--- src/rtl/bp_be_pkg.sv ---
// Shared BE types and constants: processor config selector, issue-controller FSM states
// and the width of its event counters.
package bp_be_pkg;

    typedef enum logic [0:0] {
        e_bp_default_cfg = 1'b0
    } bp_params_e;

    typedef enum logic [1:0] {
        e_run    = 2'd0,
        e_clr    = 2'd1,
        e_resync = 2'd2
    } bp_be_issue_ctrl_state_e;

    localparam int bp_be_issue_ctrl_stat_width_gp = 16;

    // Queue depth for each processor config.
    function automatic int bp_fe_queue_fifo_els(bp_params_e cfg);
        case (cfg)
            e_bp_default_cfg: return 8;
            default:          return 8;
        endcase
    endfunction

endpackage

--- src/rtl/bsg_counter_set_down.sv ---
// Loadable down-counter that stops at zero; set has priority over decrement.
module bsg_counter_set_down #(
    parameter int width_p = 4
) (
    input  logic               clk_i,
    input  logic               reset_i,
    input  logic               set_i,
    input  logic [width_p-1:0] val_i,
    input  logic               down_i,
    output logic [width_p-1:0] count_r_o
);

    always_ff @(posedge clk_i) begin
        if (reset_i)
            count_r_o <= '0;
        else if (set_i)
            count_r_o <= val_i;
        else if (down_i && (count_r_o != '0))
            count_r_o <= count_r_o - width_p'(1);
    end

endmodule

--- src/rtl/bp_be_issue_ctrl.sv ---
// BE issue-queue sequencing controller: yumi/deq/roll/clr generation, inflight tracking and
// post-redirect resync window. Define BP_BE_ISSUE_CTRL_STATS_EN to build roll/clr event counters.
module bp_be_issue_ctrl
    import bp_be_pkg::*;
#(
    parameter bp_params_e bp_params_p     = e_bp_default_cfg,
    parameter int         resync_cycles_p = 2,
    localparam int        fe_queue_fifo_els_p = bp_fe_queue_fifo_els(bp_params_p),
    localparam int        cnt_width_lp        = $clog2(fe_queue_fifo_els_p + 1)
) (
    input  logic                                      clk_i,
    input  logic                                      reset_i,
    input  logic                                      fe_queue_v_i,
    input  logic                                      dispatch_ready_i,
    input  logic                                      commit_v_i,
    input  logic                                      flush_v_i,
    input  logic                                      redirect_v_i,
    output logic                                      fe_queue_yumi_o,
    output logic                                      deq_v_o,
    output logic                                      roll_v_o,
    output logic                                      clr_v_o,
    output logic [cnt_width_lp-1:0]                   inflight_o,
    output logic                                      busy_o,
    output logic [bp_be_issue_ctrl_stat_width_gp-1:0] roll_cnt_o,
    output logic [bp_be_issue_ctrl_stat_width_gp-1:0] clr_cnt_o
);

    localparam int resync_width_lp = 4;

    bp_be_issue_ctrl_state_e state_r, state_n;
    logic [cnt_width_lp-1:0]    inflight_r, inflight_n;
    logic                       busy_r;
    logic [resync_width_lp-1:0] resync_cnt_r;
    logic                       resync_down;

    wire is_run    = (state_r == e_run);
    wire is_clr    = (state_r == e_clr);
    wire is_resync = (state_r == e_resync);

    // NOTE: every always_comb output gets a default first so no path leaves it unassigned (no latch).
    always_comb begin
        fe_queue_yumi_o = 1'b0;
        deq_v_o         = 1'b0;
        roll_v_o        = 1'b0;
        clr_v_o         = 1'b0;
        resync_down     = 1'b0;
        state_n         = state_r;
        if (!reset_i) begin
            fe_queue_yumi_o = fe_queue_v_i & dispatch_ready_i & is_run & ~flush_v_i & ~redirect_v_i;
            deq_v_o         = commit_v_i & (inflight_r != '0);
            roll_v_o        = flush_v_i;
            // A combined flush+redirect in e_run defers the clear by one cycle so it sees the rewound rptr.
            clr_v_o         = (is_run & redirect_v_i & ~flush_v_i) | is_clr | (is_resync & redirect_v_i);
            resync_down     = is_resync & ~redirect_v_i;
        end

        case (state_r)
            e_run: begin
                if (redirect_v_i && flush_v_i) state_n = e_clr;
                else if (redirect_v_i)         state_n = e_resync;
            end
            e_clr:    state_n = e_resync;
            e_resync: begin
                if (!redirect_v_i && (resync_cnt_r == '0)) state_n = e_run;
            end
            default:  state_n = e_run;
        endcase

        // Roll rewinds rptr to cptr+deq, so nothing issued survives it.
        inflight_n = roll_v_o ? '0
                   : inflight_r + cnt_width_lp'(fe_queue_yumi_o) - cnt_width_lp'(deq_v_o);
    end

    // Every clear (re)starts the resync window.
    bsg_counter_set_down #(
        .width_p (resync_width_lp)
    ) resync_counter (
        .clk_i     (clk_i),
        .reset_i   (reset_i),
        .set_i     (clr_v_o),
        .val_i     (resync_width_lp'(resync_cycles_p)),
        .down_i    (resync_down),
        .count_r_o (resync_cnt_r)
    );

    // NOTE: sequential state uses non-blocking assignments so all flops update from pre-edge values.
    always_ff @(posedge clk_i) begin
        if (reset_i) begin
            state_r    <= e_run;
            inflight_r <= '0;
            busy_r     <= 1'b0;
        end else begin
            state_r    <= state_n;
            inflight_r <= inflight_n;
            busy_r     <= (state_n != e_run);
        end
    end

    assign inflight_o = inflight_r;
    assign busy_o     = busy_r;

`ifdef BP_BE_ISSUE_CTRL_STATS_EN
    always_ff @(posedge clk_i) begin
        if (reset_i) begin
            roll_cnt_o <= '0;
            clr_cnt_o  <= '0;
        end else begin
            if (roll_v_o && (roll_cnt_o != '1)) roll_cnt_o <= roll_cnt_o + 1'b1;
            if (clr_v_o && (clr_cnt_o != '1))   clr_cnt_o  <= clr_cnt_o + 1'b1;
        end
    end
`else
    assign roll_cnt_o = '0;
    assign clr_cnt_o  = '0;
`endif

`ifndef SYNTHESIS
    commit_without_inflight: assert property (@(posedge clk_i) disable iff (reset_i)
        !(commit_v_i && (inflight_r == '0)))
        else $error("commit with no inflight instruction");

    yumi_when_full: assert property (@(posedge clk_i) disable iff (reset_i)
        !(fe_queue_yumi_o && (inflight_r == cnt_width_lp'(fe_queue_fifo_els_p))))
        else $error("cannot occur given queue full logic");
`endif

endmodule

--- config.mk ---
export PLATFORM = sky130hd
export DESIGN_NAME = bp_be_issue_ctrl
export DESIGN_NICKNAME = d
export VERILOG_FILES = /design/src/rtl/bp_be_pkg.sv /design/src/rtl/bsg_counter_set_down.sv /design/src/rtl/bp_be_issue_ctrl.sv
export SDC_FILE = /design/constraint.sdc
export NUM_CORES = 1
export LEC_CHECK = 0
export ABC_AREA = 1
export BUFFER_PORTS_ARGS = -buffer_cell sky130_fd_sc_hd__buf_4
export CORE_MARGIN = 8
export CORE_UTILIZATION = 45
export CTS_CLUSTER_SIZE = 16
export DETAILED_ROUTE_END_ITERATION = 8
export GPL_ROUTABILITY_DRIVEN = 1
export PLACE_DENSITY = 0.85
export SYNTH_ARGS = -nofsm -noshare
export SYNTH_HDL_FRONTEND = slang
export SYNTH_HIERARCHICAL = 1
export SYNTH_SLANG_ARGS = --single-unit
--- constraint.sdc ---
create_clock -name clk_i -period 2.1 [get_ports clk_i]
set_input_delay 0 -clock clk_i [delete_from_list [all_inputs] [get_ports clk_i]]
set_output_delay 0 -clock clk_i [all_outputs]
set_load 0.03 [all_outputs]
* Yosys cells after proc, flatten, opt, wreduce, memory -nomap -nowiden
Cells that the tools add are included.
** Storage, ports and cells
- Register bits :: 11
- Input port bits :: 7
- Output and inout port bits :: 41
- Logic and storage cells :: 46
** Cells by class
- Add/subtract/negate cells :: 3
- Equality and inequality tests :: 2
- Muxes and demuxes :: 11
- Bitwise operators :: 13
- Reduce and logical (&&, ||, !) cells :: 12
** Operator list (count)
- $mux 2 :: 5
- $and 1x1->1 :: 9
- $reduce_bool 4->1 :: 2
- $pmux 2 s3 :: 1
- $mux 1 :: 5
- $add 4x1->4 :: 1
- $logic_not 4->1 :: 1
- $reduce_bool 2->1 :: 2
- $reduce_or 2->1 :: 2
- $sub 4x1->4 :: 1
- $sub 4x1->4 const B :: 1
- $logic_and 1x1->1 :: 3
- $eq 2x1->1 const B :: 1
- $eq 2x2->1 const B :: 1
- $logic_not 2->1 :: 1
- $not 1->1 :: 2
- $or 1x1->1 :: 2
- $logic_not 1->1 :: 1

* Longest topological paths before layout
- Depth in word-level cells :: 7
- Depth in mapped cells :: 10
- Depth with buffers taken out :: 10

* Hierarchy
Netlist, hierarchy kept.
** By module, submodules not included
- bp_be_issue_ctrl :: instances 1, cells each 93, area an instance 670.6 µm², sequential area each 140.1 µm²
- bsg_counter_set_down :: instances 1, cells each 40, area an instance 270.3 µm², sequential area each 80.1 µm²

* Worst setup path after synthesis
OpenSTA, ideal clock, no wires.
- Path type :: register to register
- Start point :: register inflight_r[2], in the netlist inflight_o[2]
- End point :: register inflight_r[1], in the netlist inflight_o[1]
- Library setup time :: 0.113 ns
- Arrival :: 2.424 ns
- Required time :: 1.987 ns
- Slack :: -0.437 ns
- Stages on the path, launching flop included :: 10
- Cells stage by stage :: dfxtp_1 inv_1 ha_1 a31oi_1 ha_1 inv_1 ha_1 fa_1 inv_1 nor2_1
** On the way
- Word-level cells in the longest chain between the ends :: 4
** RTL lines
- start, declared :: line bp_be_issue_ctrl.sv:31 : logic [cnt_width_lp-1:0] inflight_r, inflight_n;
- start signal, assigned :: line bp_be_issue_ctrl.sv:94 : inflight_r <= inflight_n;
- $reduce_bool 4->1 :: line bp_be_issue_ctrl.sv:50 : deq_v_o = commit_v_i & (inflight_r != '0);
- $and 1x1->1 :: line bp_be_issue_ctrl.sv:50
- $mux 1 :: line bp_be_issue_ctrl.sv:48 : if (!reset_i) begin
- via deq_v_o :: line bp_be_issue_ctrl.sv:19 : output logic deq_v_o,
- $sub 4x1->4 :: line bp_be_issue_ctrl.sv:71 : : inflight_r + cnt_width_lp'(fe_queue_yumi_o) - cnt_width_lp'(deq_v_o);
The timed path passes the listed nets, and every way through them passes these cells.
A chain may end at the register's enable or synchronous reset.

* Worst setup path in the final report
- Start point :: register inflight_r[2], in the netlist inflight_o[2]
- End point :: register inflight_r[2], in the netlist inflight_o[2]
** On the way
- Word-level cells in the longest chain between the ends :: 4
- Elaborated cells on any way between the ends :: 5
** RTL lines (line)
- branches (longest 3 deep; another with $add 4x1->4)
- $sub 4x1->4 * :: bp_be_issue_ctrl.sv:71
Mark *: on every way between the ends.

==> results_dict.tcl <==
set metrics [dict create \
    status "finished clean" \
    rsz0062_at_grt "false" \
    num_io_pins 48 \
    area_growth_pct 9.309 \
    critPathSlowestCell "fa_1" \
    drive_gt1_share_pct 19.35 \
    synth_cells 133 \
    ant_nets 0 \
    fp.dieH_um 61.73 \
    grt_pass1_wl_mm 3.305 \
    start_util_pct 47.96 \
    r2r.worst_path.cells 9 \
    antenna_found_initial 0 \
    critPathKind "reg -> reg" \
    wl_per_cell_um 12.02 \
    tritoncts "built" \
    post-route-min-period_ns 1.947 \
    vdd_drop_max_mv 0.3704 \
    vias_per_cell 4.330 \
    nFillCells 207 \
    clock_latency_ns 0.27 \
    finalHoldViolations 0 \
    cts_htree_levels 1 \
    first_pass_iters 4 \
    hp-start "flush_v_i" \
    cp-start-kind "register" \
    r2r-end "inflight_o[2]$_SDFF_PP0_" \
    yosysWarnings 6 \
    ys_seq_elements 11 \
    setup_tns_ns 0 \
    avgSynthCellArea_sq_um 7.074 \
    ctsResizeCount 0 \
    critPathTopFamily "adder cells" \
    cpMostUsedCell "ha_1" \
    dp_hpwl_mm 1.809 \
    slew_violations 0 \
    synth_area_sq_um 940.9 \
    holdPathStages 4 \
    dieArea_sq_um 3810 \
    cts-buffers-inserted 3 \
    holdBufCountCts 1 \
    synth_flop_cell "dfxtp_1" \
    ys_seq_area_share_pct 23.40 \
    path_cells "inv_1 -> ha_1 -> a31oi_4 -> ha_1 -> inv_1 -> ha_1 -> fa_1 -> xnor2_1 -> nor2_1" \
    drc 0 \
    crit_arrival_ns 2.11 \
    crit_path_end_kind "register" \
    synth_edf_count 0 \
    hold_path_class "in -> reg" \
    clkSinkCount 11 \
    maxCapViolCount 0 \
    grt_pass1_vias 770 \
    cts.path.max_buffers 2 \
    required_ns 2.26 \
    core_area_sq_um 1962 \
    setup_viol 0 \
    cts_setup_buffers 0 \
    ff_latch_area_sq_um 222.7 \
    synthArstFlopShare_pct 0 \
    powerDensity_nw_per_um2 580.9 \
    portBuffers 15 \
    hold_path_end "inflight_o[3]$_SDFF_PP0_" \
    grt_usage_pct 11.55 \
    synthTopCellsByArea "buf_4, dfxtp_1, ha_1, inv_1, nand2_1" \
    wl_mm 2.188 \
    fmax_ghz 0.5137 \
    rrSetupSlack_ns 0.15 \
    finalClockSkew_ns 0.002479 \
    r2r_start "inflight_o[2]$_SDFF_PP0_" \
    slowest_delay_ns 0.38 \
    overflow 0 \
    n_antenna_cell 0 \
    yosys.area.top_type_share_pct 25.53 \
    yosysTopAreaCell "buf_4" \
    crit_path_max_fanout 2 \
    ys_types 25 \
    vias 788 \
    fin_crit_sh_pct 92.69 \
    path_clk_slew_ns 0.07 \
    gp_congestion 0.8901 \
    first_iter_violations 19 \
    root_buffer "clkbuf_4" \
    yosysMostFrequentCell "buf_4" \
    row_count 16 \
    path_buf_inv 2 \
    leakagePower_nw 0.5528 \
    nNetsFinal 170 \
    synth_common_cells "buf_4, inv_1, nand2_1, nor2_1, dfxtp_1" \
    die_w_um 61.73 \
    grt_max_degree 8 \
    holdWs_ns 0.05077 \
    multi_input_area_sq_um 535.5 \
]
[flip-flops by register name (all words and copies together), names as in the netlist]
register and count:
state_r 2, inflight_o 4, resync_counter/count_r_o 4, busy_o 1
[cell families after synthesis]
kind of cell    synth area share (%)
buf+inv                        34.84
simple gates                   21.94
compound gates                 7.047
flops                          23.40
fa+ha+maj                      10.11
xor+xnor                       1.862
other cells                   0.7982
[area by class of cell]
cell class	count	share of cell area, %
repair buffers	16	11.92
clock buffers	4	2.555
inverters	23	8.516
flip-flops and latches	11	21.65
well taps	27	3.285
multi-input cells	101	52.07
[per-layer routing]
metal | routed length (um) | up-vias | GRT usage, %
li1 | - | 384 | -
met1 | 773 | 352 | 10.99
met2 | 1110 | 44 | 19.94
met3 | 237 | 8 | 4.321
met4 | 67 | 0 | 8.442
met5 | 0 | - | 0
[power breakdown]
part,switching [W],internal [W],total [W]
registers,0.0000111,0.000223,0.000234
clock network,0.0000717,0.0000736,0.000145
logic,0.000163,0.0000553,0.000219
[worst min-delay path: stages]
cell	delay [ns]
buf_4	0.10
nor2_1	0.06
nand2_1	0.09
nor2_1	0.04
[worst max path at each step]
stage / start / endpoint / slack [ns] / cells past startpoint
2_1_floorplan: inflight_o[2]$_SDFF_PP0_ / inflight_o[1]$_SDFF_PP0_ / 0.005 / 9
6_report: inflight_o[2]$_SDFF_PP0_ / inflight_o[2]$_SDFF_PP0_ / 0.15 / 9
3_5_place_dp: inflight_o[2]$_SDFF_PP0_ / inflight_o[2]$_SDFF_PP0_ / 0.16 / 9
4_1_cts: inflight_o[2]$_SDFF_PP0_ / inflight_o[2]$_SDFF_PP0_ / 0.15 / 9
3_3_place_gp: inflight_o[2]$_SDFF_PP0_ / inflight_o[2]$_SDFF_PP0_ / 0.25 / 9
5_1_grt: inflight_o[2]$_SDFF_PP0_ / inflight_o[2]$_SDFF_PP0_ / 0.04 / 9
[through the flow]
stage	setup slack, ns	instance area [sq um]	std cells	util (%)	total power [W]
finish	0.1534	1028	182	52.42	0.0005975
floorplan	0.004836	1086	167	-	0.0004565
CTS	0.1486	1028	182	52.42	0.0005954
global route	0.03920	1028	182	52.42	0.0006341
detailed placement	0.1601	992.2	177	50.57	0.0004513
global placement	0.2549	992.2	177	50.57	0.0004444
[cell usage in the layout (no fill, tap or decap), types with 2 or more instances in the layout]
master,instances
conb_1,36
inv_1,19
nand2_1,16
nor2_1,16
buf_4,15
dfxtp_1,9
nand3_1,6
ha_1,6
inv_2,3
a21oi_1,3
clkbuf_4,3
nand4_1,2
o22ai_1,2
dfxtp_2,2
nand2_4,2
o21ai_0,2
(Power assumes the default switching activity.)
